===== config.mk =====
export PLATFORM = sky130hd
export DESIGN_NAME = key_conditioner_flat
export DESIGN_NICKNAME = d
export VERILOG_FILES = /design/src/rtl/key_conditioner_if.sv /design/src/rtl/key_conditioner.sv /design/src/flat_wrapper.sv
export SDC_FILE = /design/constraint.sdc
export NUM_CORES = 1
export LEC_CHECK = 0
export ABC_AREA = 0
export CELL_PAD_IN_SITES_DETAIL_PLACEMENT = 2
export CELL_PAD_IN_SITES_GLOBAL_PLACEMENT = 2
export CORE_ASPECT_RATIO = 1.25
export CORE_MARGIN = 1
export CORE_UTILIZATION = 30
export CTS_CLUSTER_SIZE = 28
export DETAILED_ROUTE_END_ITERATION = 16
export MAX_ROUTING_LAYER = met4
export PLACE_DENSITY = 0.63
export RECOVER_POWER = 50
export SKIP_LAST_GASP = 1
export SLEW_MARGIN = 20
export SYNTH_ARGS = -nofsm -noshare
export SYNTH_HDL_FRONTEND = slang
export SYNTH_SLANG_ARGS = --single-unit

===== constraint.sdc =====
create_clock -name clk -period 4.5 [get_ports clk]
set_input_delay 0.9 -clock clk [delete_from_list [all_inputs] [get_ports clk]]
set_output_delay 0.9 -clock clk [all_outputs]
set_load 0.1 [all_outputs]

===== src/rtl/key_conditioner_if.sv =====
// Key conditioner bus: raw active-low buttons in, debounced events and levels out.
interface key_conditioner_if #(
  parameter int NKEYS = 3
);
  logic [NKEYS-1:0] key_n;
  logic [NKEYS-1:0] pressed;
  logic [NKEYS-1:0] released;
  logic [NKEYS-1:0] level;

  modport master (output key_n, input pressed, input released, input level);
  modport slave  (input key_n, output pressed, output released, output level);
endinterface


===== src/rtl/key_conditioner.sv =====
// Per-key synchronizer + 4-state debounce FSM producing press/release pulses and a level.
// Optional auto-repeat of pressed while held is built when KEY_AUTOREPEAT_EN is defined.
module key_conditioner #(
  parameter int NKEYS    = 3,
  parameter int DEBOUNCE = 500000,
  parameter int CNT_W    = 20,
  parameter int HOLD     = 50000000,
  parameter int REPEAT   = 10000000,
  parameter int RPT_W    = 26
) (
  input  logic              clk,
  input  logic              rst,
  key_conditioner_if.slave  kif
);
  typedef enum logic [1:0] {IDLE, PRESS_WAIT, HELD, RELEASE_WAIT} state_t;

  localparam logic [CNT_W-1:0] CNT_LAST = CNT_W'(DEBOUNCE - 1);

  logic [NKEYS-1:0] sync1_q, sync1_d, sync2_q, sync2_d;
  logic [NKEYS-1:0] pressed_q, pressed_d, released_q, released_d, level_q, level_d;
  state_t           state_q [NKEYS];
  state_t           state_d [NKEYS];
  logic [CNT_W-1:0] cnt_q [NKEYS];
  logic [CNT_W-1:0] cnt_d [NKEYS];

`ifdef KEY_AUTOREPEAT_EN
  localparam logic [RPT_W-1:0] HOLD_LAST = RPT_W'(HOLD - 1);
  localparam logic [RPT_W-1:0] RPT_LAST  = RPT_W'(REPEAT - 1);

  // rphase marks that the initial HOLD delay has elapsed and REPEAT spacing applies.
  logic [RPT_W-1:0] rcnt_q [NKEYS];
  logic [RPT_W-1:0] rcnt_d [NKEYS];
  logic [NKEYS-1:0] rphase_q, rphase_d;
`else
  localparam int unused_rpt_cfg = HOLD + REPEAT + RPT_W;
`endif

  always_comb begin
    sync1_d    = ~kif.key_n;
    sync2_d    = sync1_q;
    pressed_d  = '0;
    released_d = '0;
    level_d    = '0;
`ifdef KEY_AUTOREPEAT_EN
    rphase_d   = rphase_q;
`endif
    for (int i = 0; i < NKEYS; i++) begin
      state_d[i] = state_q[i];
      cnt_d[i]   = cnt_q[i];
`ifdef KEY_AUTOREPEAT_EN
      rcnt_d[i]  = rcnt_q[i];
`endif
      case (state_q[i])
        IDLE: begin
          if (sync2_q[i]) begin
            state_d[i] = PRESS_WAIT;
            cnt_d[i]   = '0;
          end
        end
        PRESS_WAIT: begin
          if (!sync2_q[i]) begin
            state_d[i] = IDLE;
          end else if (cnt_q[i] == CNT_LAST) begin
            state_d[i]   = HELD;
            pressed_d[i] = 1'b1;
`ifdef KEY_AUTOREPEAT_EN
            rcnt_d[i]    = '0;
            rphase_d[i]  = 1'b0;
`endif
          end else begin
            cnt_d[i] = cnt_q[i] + CNT_W'(1);
          end
        end
        HELD: begin
          if (!sync2_q[i]) begin
            state_d[i] = RELEASE_WAIT;
            cnt_d[i]   = '0;
          end
`ifdef KEY_AUTOREPEAT_EN
          else if ((!rphase_q[i] && rcnt_q[i] == HOLD_LAST) ||
                   ( rphase_q[i] && rcnt_q[i] == RPT_LAST)) begin
            pressed_d[i] = 1'b1;
            rcnt_d[i]    = '0;
            rphase_d[i]  = 1'b1;
          end else begin
            rcnt_d[i] = rcnt_q[i] + RPT_W'(1);
          end
`endif
        end
        RELEASE_WAIT: begin
          if (sync2_q[i]) begin
            state_d[i] = HELD;
          end else if (cnt_q[i] == CNT_LAST) begin
            state_d[i]    = IDLE;
            released_d[i] = 1'b1;
`ifdef KEY_AUTOREPEAT_EN
            rcnt_d[i]     = '0;
            rphase_d[i]   = 1'b0;
`endif
          end else begin
            cnt_d[i] = cnt_q[i] + CNT_W'(1);
          end
        end
        default: state_d[i] = IDLE;
      endcase
      level_d[i] = (state_d[i] == HELD) || (state_d[i] == RELEASE_WAIT);
    end
  end

  always_ff @(posedge clk or posedge rst) begin
    if (rst) begin
      sync1_q    <= '0;
      sync2_q    <= '0;
      pressed_q  <= '0;
      released_q <= '0;
      level_q    <= '0;
      for (int i = 0; i < NKEYS; i++) begin
        state_q[i] <= IDLE;
        cnt_q[i]   <= '0;
`ifdef KEY_AUTOREPEAT_EN
        rcnt_q[i]  <= '0;
`endif
      end
`ifdef KEY_AUTOREPEAT_EN
      rphase_q   <= '0;
`endif
    end else begin
      sync1_q    <= sync1_d;
      sync2_q    <= sync2_d;
      pressed_q  <= pressed_d;
      released_q <= released_d;
      level_q    <= level_d;
      for (int i = 0; i < NKEYS; i++) begin
        state_q[i] <= state_d[i];
        cnt_q[i]   <= cnt_d[i];
`ifdef KEY_AUTOREPEAT_EN
        rcnt_q[i]  <= rcnt_d[i];
`endif
      end
`ifdef KEY_AUTOREPEAT_EN
      rphase_q   <= rphase_d;
`endif
    end
  end

  assign kif.pressed  = pressed_q;
  assign kif.released = released_q;
  assign kif.level    = level_q;
endmodule


===== src/flat_wrapper.sv =====
// flat-port wrapper written by rule: the top's interface ports become plain ports
module key_conditioner_flat 
#(
  parameter int NKEYS    = 3,
  parameter int DEBOUNCE = 500000,
  parameter int CNT_W    = 20,
  parameter int HOLD     = 50000000,
  parameter int REPEAT   = 10000000,
  parameter int RPT_W    = 26
)
  (clk, rst, kif_key_n, kif_pressed, kif_released, kif_level);
  key_conditioner_if #(.NKEYS(NKEYS)) kif_i ();
  input  logic clk;
  input  logic rst;
  input wire logic [$bits(kif_i.key_n)-1:0] kif_key_n;
  output wire logic [$bits(kif_i.pressed)-1:0] kif_pressed;
  output wire logic [$bits(kif_i.released)-1:0] kif_released;
  output wire logic [$bits(kif_i.level)-1:0] kif_level;
  assign kif_i.key_n = kif_key_n;
  assign kif_pressed = kif_i.pressed;
  assign kif_released = kif_i.released;
  assign kif_level = kif_i.level;
  key_conditioner #(.NKEYS(NKEYS), .DEBOUNCE(DEBOUNCE), .CNT_W(CNT_W), .HOLD(HOLD), .REPEAT(REPEAT), .RPT_W(RPT_W)) u_core (.clk(clk), .rst(rst), .kif(kif_i));
endmodule

==> metrics.yaml, run 1 <==
sta:
  tightest_slew_ns: 1.658
  finalCritPeriodShare_pct: 73.30
  maxSlewViolCount: 59
  fmax_ghz: 0.3032
  finClkSkew_ns: 0.01044
  timing.setup.tns_ns: 0
  finalSetupViolations: 0
  relSlewSlack_pct: -10.54
  grt_setup_unrepaired: "no"
  fin_crit_ns: 3.299
  finalHoldViolCount: 0
setup_path:
  cp_top_family: "buffers and inverters"
  critPathKind: "primary input to asynchronous set/reset pin"
  crit_path_end_kind: "asynchronous set/reset pin"
  cp_data_arrival_time_ns: 3.46
  crit_chain: "dlygate4sd3_1 -> clkinvlp_2 -> clkbuf_1"
  slowest_delay_ns: 1.26
  r2r_setup_slack_ns: 1.52
  cp_data_required_time_ns: 4.66
  critPathMaxFanout: 29
  start_kind: "primary input"
  crit_buf_inv: 3
  slowest_stage: "clkbuf_1"
power_and_ir_drop:
  peakVddDrop_v: 0.0002115
  total_power_mw: 1.608
  p_leak_nw: 1.997
  power_density_mw_per_mm2: 333.8
placement:
  hpwl_um: 8341
  gp_congestion: 0.7502
  portBuffers: 13
  dp_cells: 624
floorplanning:
  die_h_um: 134.5
  initial_core_util_pct: 30.64
  dieArea_mm2: 0.01453
  die_width_um: 108.0
  rows: 48
  boundaryPins: 14
  core_mm2: 0.01375
synthesis:
  ys_ff_latch: 81
  syn_inst: 447
  synth_top_area_share_pct: 48.10
  post_synth.cell_area_avg_um2: 9.427
  syn_area_mm2: 0.004214
  ys_warn_count: 0
  syn-num-nets: 455
  yosysUniqueCellTypes: 47
  synthArstFlopShare_pct: 100.0
  yosysMostFrequentCell: "dfrtp_1"
  ys_top_cells_by_area: "dfrtp_1 (48%), nand3_1 (4.5%), nand2_1 (4.2%)"
  synth_top_area_cell: "dfrtp_1"
  ys.flop_type: "dfrtp_1"
  synthTopCellsByCount: "dfrtp_1 (81), nand2_1 (47), nand3_1 (38), o21ai_0 (31), nor2_1 (29)"
  synth_seq_area_share_pct: 48.10
  synth_edf_count: 0
finish:
  final_nets: 468
  antennaDiodeCount: 0
  final_cells: 640
  drive_above_1_share_pct: 7.957
  area_growth_pct: 14.34
clock_network:
  path_clk_slew_ns: 0.07
  clockRootBuffer: "clkbuf_16"
  cts_buffer_depth: 2
  ctsHtreeMaxLevel: 3
  tritoncts: "done"
  post_cts_resize_count: 0
  clk_latency_ns: 0.36
  holdBufCountCts: 0
  cts_setup_buffers: 0
  cts_made_buffers: 9
  clock-sinks: 81
global_route:
  grt_overflow: 0
  grt_antenna_before_repair: 0
  grt_max_degree: 30
  grt_pass1_vias: 3911
  grt_pass1_wl_um: 20420
  grt.total_usage_pct: 18.71
route:
  drtIter0Drc: 105
  finalWirelength_um: 11900
  drtAntennaViolNets: 0
  drc: 0
  post_drt_wl_per_cell_um: 18.59
  viasPerCell: 5.641
  via_count: 3610
  drt_first_pass_iters: 4
job:
  max_cap_violations: 2
status:
  status: "finished with violations"
  violations: "max-capacitance violations, max-slew violations"
worst_hold_path:
  holdCritPathClass: "flop to flop"
-- metrics by stage --
stage | area (um2) | hold slack (ns) | util (%) | setup WS (ns)
3_3_place_gp | 4543 | 0.3316 | 33.03 | 1.643
2_1_floorplan | 4214 | 0.3312 | - | 1.520
4_1_cts | 4826 | 0.3524 | 35.09 | 1.478
6_report | 4818 | 0.3491 | 35.03 | 1.201
5_1_grt | 4818 | 0.3729 | 35.03 | 0.6893
3_5_place_dp | 4543 | 0.3358 | 33.03 | 1.502
-- power breakdown --
group	leakage (nW)	internal [mW]	total, mW	switching [mW]
sequential	1.10	0.750	0.787	0.0371
clock	0.142	0.385	0.725	0.340
combinational	0.752	0.0344	0.0960	0.0617
total	2.00	1.17	1.61	0.439
-- cell type report --
class                           count  area (um2)
Clock buffer                        9       225.2
Multi-Input combinational cell    331        2046
Timing Repair Buffer               21       182.7
Fill cell                        1537        8935
Tap cell                          175       219.0
Inverter                           16       61.31
Sequential cell                    81        2027
Clock inverter                      7       57.56
-- cell usage in the layout (no fill, tap or decap), drive strengths merged, types with 3 or more instances in the layout --
| master | count |
|---|---|
| a31oi | 8 |
| dfrtp | 81 |
| inv | 21 |
| o41ai | 9 |
| and2 | 5 |
| nand4 | 18 |
| nor4b | 6 |
| clkdlybuf4s50 | 9 |
| o31ai | 12 |
| and3 | 11 |
| nor2 | 29 |
| nand2 | 47 |
| nand3 | 38 |
| mux2 | 8 |
| nor3b | 10 |
| nor4 | 11 |
| ha | 3 |
| xor2 | 7 |
| a22o | 7 |
| dlygate4sd3 | 4 |
| xnor2 | 4 |
| clkbuf | 11 |
| mux2i | 5 |
| o21ai | 33 |
| a21oi | 14 |
| a21o | 4 |
| nor3 | 7 |
| or4 | 9 |
| or3 | 7 |
| o211ai | 6 |
| buf | 6 |
-- flip-flops by register name (all words and copies together), names as in the netlist --
signal / cells
u_core.kif.pressed: 3
u_core.cnt_q: 60
u_core.kif.level: 3
u_core.kif.released: 3
u_core.sync1_q: 3
u_core.sync2_q: 3
u_core.state_q: 6
-- per-layer routing --
metal  up-vias  part of all wire (%)  GRT usage (%)
li1       1700                     -              -
met1      1876                    45          22.25
met2        20                    52          31.63
met3        14                   1.4          2.461
met4         0                   1.8          7.763
met5         -                     0              -
-- worst paths after layout --
kind | start | end | depth (start not counted)
hold / removal | u_core.sync1_q[0] | u_core.sync2_q[0] | 0
setup / recovery | rst | u_core.state_q[2] | 3
max in group clk | u_core.state_q[0] | u_core.cnt_q[0] | 6
setup reg to reg | u_core.state_q[0] | u_core.cnt_q[0] | 6
min in group asynchronous | rst | u_core.cnt_q[56] | 2
hold reg to reg | u_core.sync1_q[0] | u_core.sync2_q[0] | 0
-- kinds of logic after synthesis --
logic type,Yosys count,share of synthesized area (%)
AO/OA/AOI/OAI,100,15.89
XOR/XNOR,11,2.286
adder cells (fa/ha/maj),3,0.8908
buffers and inverters,35,3.533
AND/OR/NAND/NOR,204,25.98
flip-flops,81,48.10
multiplexers,13,3.325
Note: power is estimated with default switching activity, not from simulation.
==> run 2: changes to the inputs <==
Settings changed: PLACE_DENSITY 0.63 to 0.66.
Clock period 4.5 ns to 2.9 ns, I/O delays scaled along.
==> run 2 against run 1 <==
The run ends with max-capacitance violations left. Design area increased by 0.91%. Global-route usage increased by 0.53 points. Clock skew decreased by 0.0016 ns. Combinational power increased by 62%.
==> metrics.yaml, run 2 (synthesized netlist as in run 1, its figures left out) <==
finish:
  area_growth_pct: 15.38  # was 14.34%
  fill_cells: 1522  # was 1537
  largest-register: "u_core.cnt_q"  # unchanged
  top_regs: "u_core.cnt_q (60), u_core.state_q (6)"  # unchanged
  layout_commonest_cell: "dfrtp_1"  # unchanged
  largest_register_ffs: 60  # unchanged
  multiInputGateArea_mm2: 0.002046  # unchanged
  antennaDiodeCount: 0  # unchanged
  drive_above_1_share_pct: 11.63  # was 7.957%
  final_cell_mix: "dfrtp_1 (81), nand2_1 (47), nand3_1 (38)"  # unchanged
  final_nets: 476  # was 468
  regArea_mm2: 0.002027  # unchanged
sta:
  finClkSkew_ns: 0.008795  # was 0.01044 ns
  timing.setup.tns_ns: 0  # unchanged
  fin_crit_ns: 2.493
  maxSlewViolCount: 0  # was 59
  finalCritPeriodShare_pct: 85.98
  relSlewSlack_pct: 1.606  # was -10.54%
  timing.hold.ws_ns: 0.3489  # was 0.3491 ns
  tightest_slew_ns: 1.468  # was 1.658 ns
  finalSetupViolations: 0  # unchanged
  grt_setup_unrepaired: "no"  # unchanged
  fmax_ghz: 0.4011
  finalHoldViolCount: 0  # unchanged
setup_path:
  rr_worst_depth: 6  # unchanged
  r2r_end: "u_core.cnt_q[34]"  # was u_core.cnt_q[0]
  startpoint: "u_core.cnt_q[20]"  # was rst
  slowest_delay_ns: 0.63  # was 1.26 ns
  crit_buf_inv: 0  # was 3
  crit_path_end_kind: "flop"  # was asynchronous set/reset pin
  timing.rr.start: "u_core.cnt_q[20]"  # was u_core.state_q[0]
  critPathMaxFanout: 6  # was 29
  cp.depth: 6  # was 3
  slowest_stage: "nor4_1"  # was clkbuf_1
  r2r_setup_slack_ns: 0.41  # was 1.52 ns
  cp_data_arrival_time_ns: 2.70  # was 3.46 ns
  cp_top_family: "simple AND/OR/NAND/NOR gates"  # was buffers and inverters
  critPathKind: "flop to flop"  # was primary input to asynchronous set/reset pin
  start_kind: "flop"  # was primary input
  crit_chain: "ha_1 -> nand4_1 -> nor4_1 -> nand2_1 -> o311ai_0 -> o41ai_1"  # was dlygate4sd3_1 -> clkinvlp_2 -> clkbuf_1
  crit_end: "u_core.cnt_q[34]"  # was u_core.state_q[2]
  cp_data_required_time_ns: 3.11  # was 4.66 ns
global_route:
  grt_pass1_vias: 4049  # was 3911
  grt_max_degree: 35  # was 30
  grt_antenna_before_repair: 0  # unchanged
  grt_pass1_wl_um: 20970  # was 20420 um
  grt.total_usage_pct: 19.25  # was 18.71%
  grt_overflow: 0  # unchanged
power_and_ir_drop:
  p_int_mw: 1.807  # was 1.169 mW
  pwr-share-clk_pct: 43.5  # was 45.1%
  switching_share_pct: 26.04  # was 27.30%
  power_density_mw_per_mm2: 502.4  # was 333.8 mW/mm2
  p_comb_share_pct: 6.4  # was 6.0%
  pwr-share-seq_pct: 50.1  # was 48.9%
  p_leak_nw: 2.053  # was 1.997 nW
  p_sw_mw: 0.6361  # was 0.4391 mW
  peakVddDrop_v: 0.0003373  # was 0.0002115 V
clock_network:
  cts_buffer_depth: 2  # unchanged
  ctsHtreeMaxLevel: 3  # unchanged
  path_clk_slew_ns: 0.06  # was 0.07 ns
  clk_latency_ns: 0.34  # was 0.36 ns
  post_cts_resize_count: 0  # unchanged
  cts_setup_buffers: 0  # unchanged
  holdBufCountCts: 0  # unchanged
  cts_made_buffers: 9  # unchanged
  clock-sinks: 81  # unchanged
  tritoncts: "done"  # unchanged
  clockRootBuffer: "clkbuf_16"  # unchanged
floorplanning:
  rows: 48  # unchanged
  die_width_um: 108.0  # unchanged
  core_mm2: 0.01375  # unchanged
  boundaryPins: 14  # unchanged
  dieArea_mm2: 0.01453  # unchanged
  initial_core_util_pct: 30.64  # unchanged
  die_h_um: 134.5  # unchanged
route:
  drtAntennaViolNets: 0  # unchanged
  drc: 0  # unchanged
  finalWirelength_um: 11980  # was 11900 um
  drtIter0Drc: 111  # was 105
  drt_first_pass_iters: 4  # unchanged
  viasPerCell: 5.539  # was 5.641
  post_drt_wl_per_cell_um: 18.48  # was 18.59 um
  via_count: 3589  # was 3610
status:
  violations: "max-capacitance violations"  # was max-capacitance violations, max-slew violations
  status: "finished with violations"  # unchanged
placement:
  hpwl_um: 8437  # was 8341 um
  gp_congestion: 0.7541  # was 0.7502
  portBuffers: 13  # unchanged
worst_hold_path:
  holdCritPathClass: "flop to flop"  # unchanged
job:
  max_cap_violations: 1  # was 2
run 2: worst min path at each step:
stage,from,endpoint,slack (ns),cells after the start
2_1_floorplan,u_core.sync1_q[0],u_core.sync2_q[0],0.33,0
3_3_place_gp,u_core.sync1_q[0],u_core.sync2_q[0],0.33,0
3_5_place_dp,u_core.sync1_q[0],u_core.sync2_q[0],0.34,0
4_1_cts,u_core.sync1_q[0],u_core.sync2_q[0],0.35,0
5_1_grt,u_core.sync1_q[2],u_core.sync2_q[2],0.37,0
6_report,u_core.sync1_q[0],u_core.sync2_q[0],0.35,0
run 2: cell type report:
type / instances / area share, %
multi-input combinational: 331 / 42.07
sequential: 81 / 41.69
timing repair buffer: 29 / 4.889
clock buffer: 10 / 4.709
tap: 175 / 4.503
inverter: 16 / 1.261
clock inverter: 6 / 0.8749
run 2: metal layers:
metal / up-vias / routed length (um) / track usage, %
met5: - / 0 / -
met4: 0 / 206 / 7.154
met3: 17 / 203 / 3.137
met2: 24 / 6390 / 33.40
met1: 1830 / 5174 / 22.06
li1: 1718 / - / -
run 2: per-stage QoR:
step	cells	cell area [um2]	setup slack, ns	util [%]	total power [mW]
2_1_floorplan	447	4214	0.2399	-	1.334
3_3_place_gp	632	4593	0.6386	33.40	1.393
3_5_place_dp	632	4593	0.4203	33.40	1.405
4_1_cts	648	4865	0.3830	35.37	2.492
5_1_grt	648	4862	0.1751	35.35	2.567
6_report	648	4862	0.4066	35.35	2.443
run 2: power by group through the flow:
stage,Sequential (mW),Combinational (mW),Clock (mW)
finish,1.22,0.156,1.06
global route,1.23,0.182,1.16
CTS,1.22,0.163,1.11
detailed placement,1.24,0.162,0
global placement,1.24,0.155,0
floorplan,1.22,0.119,0
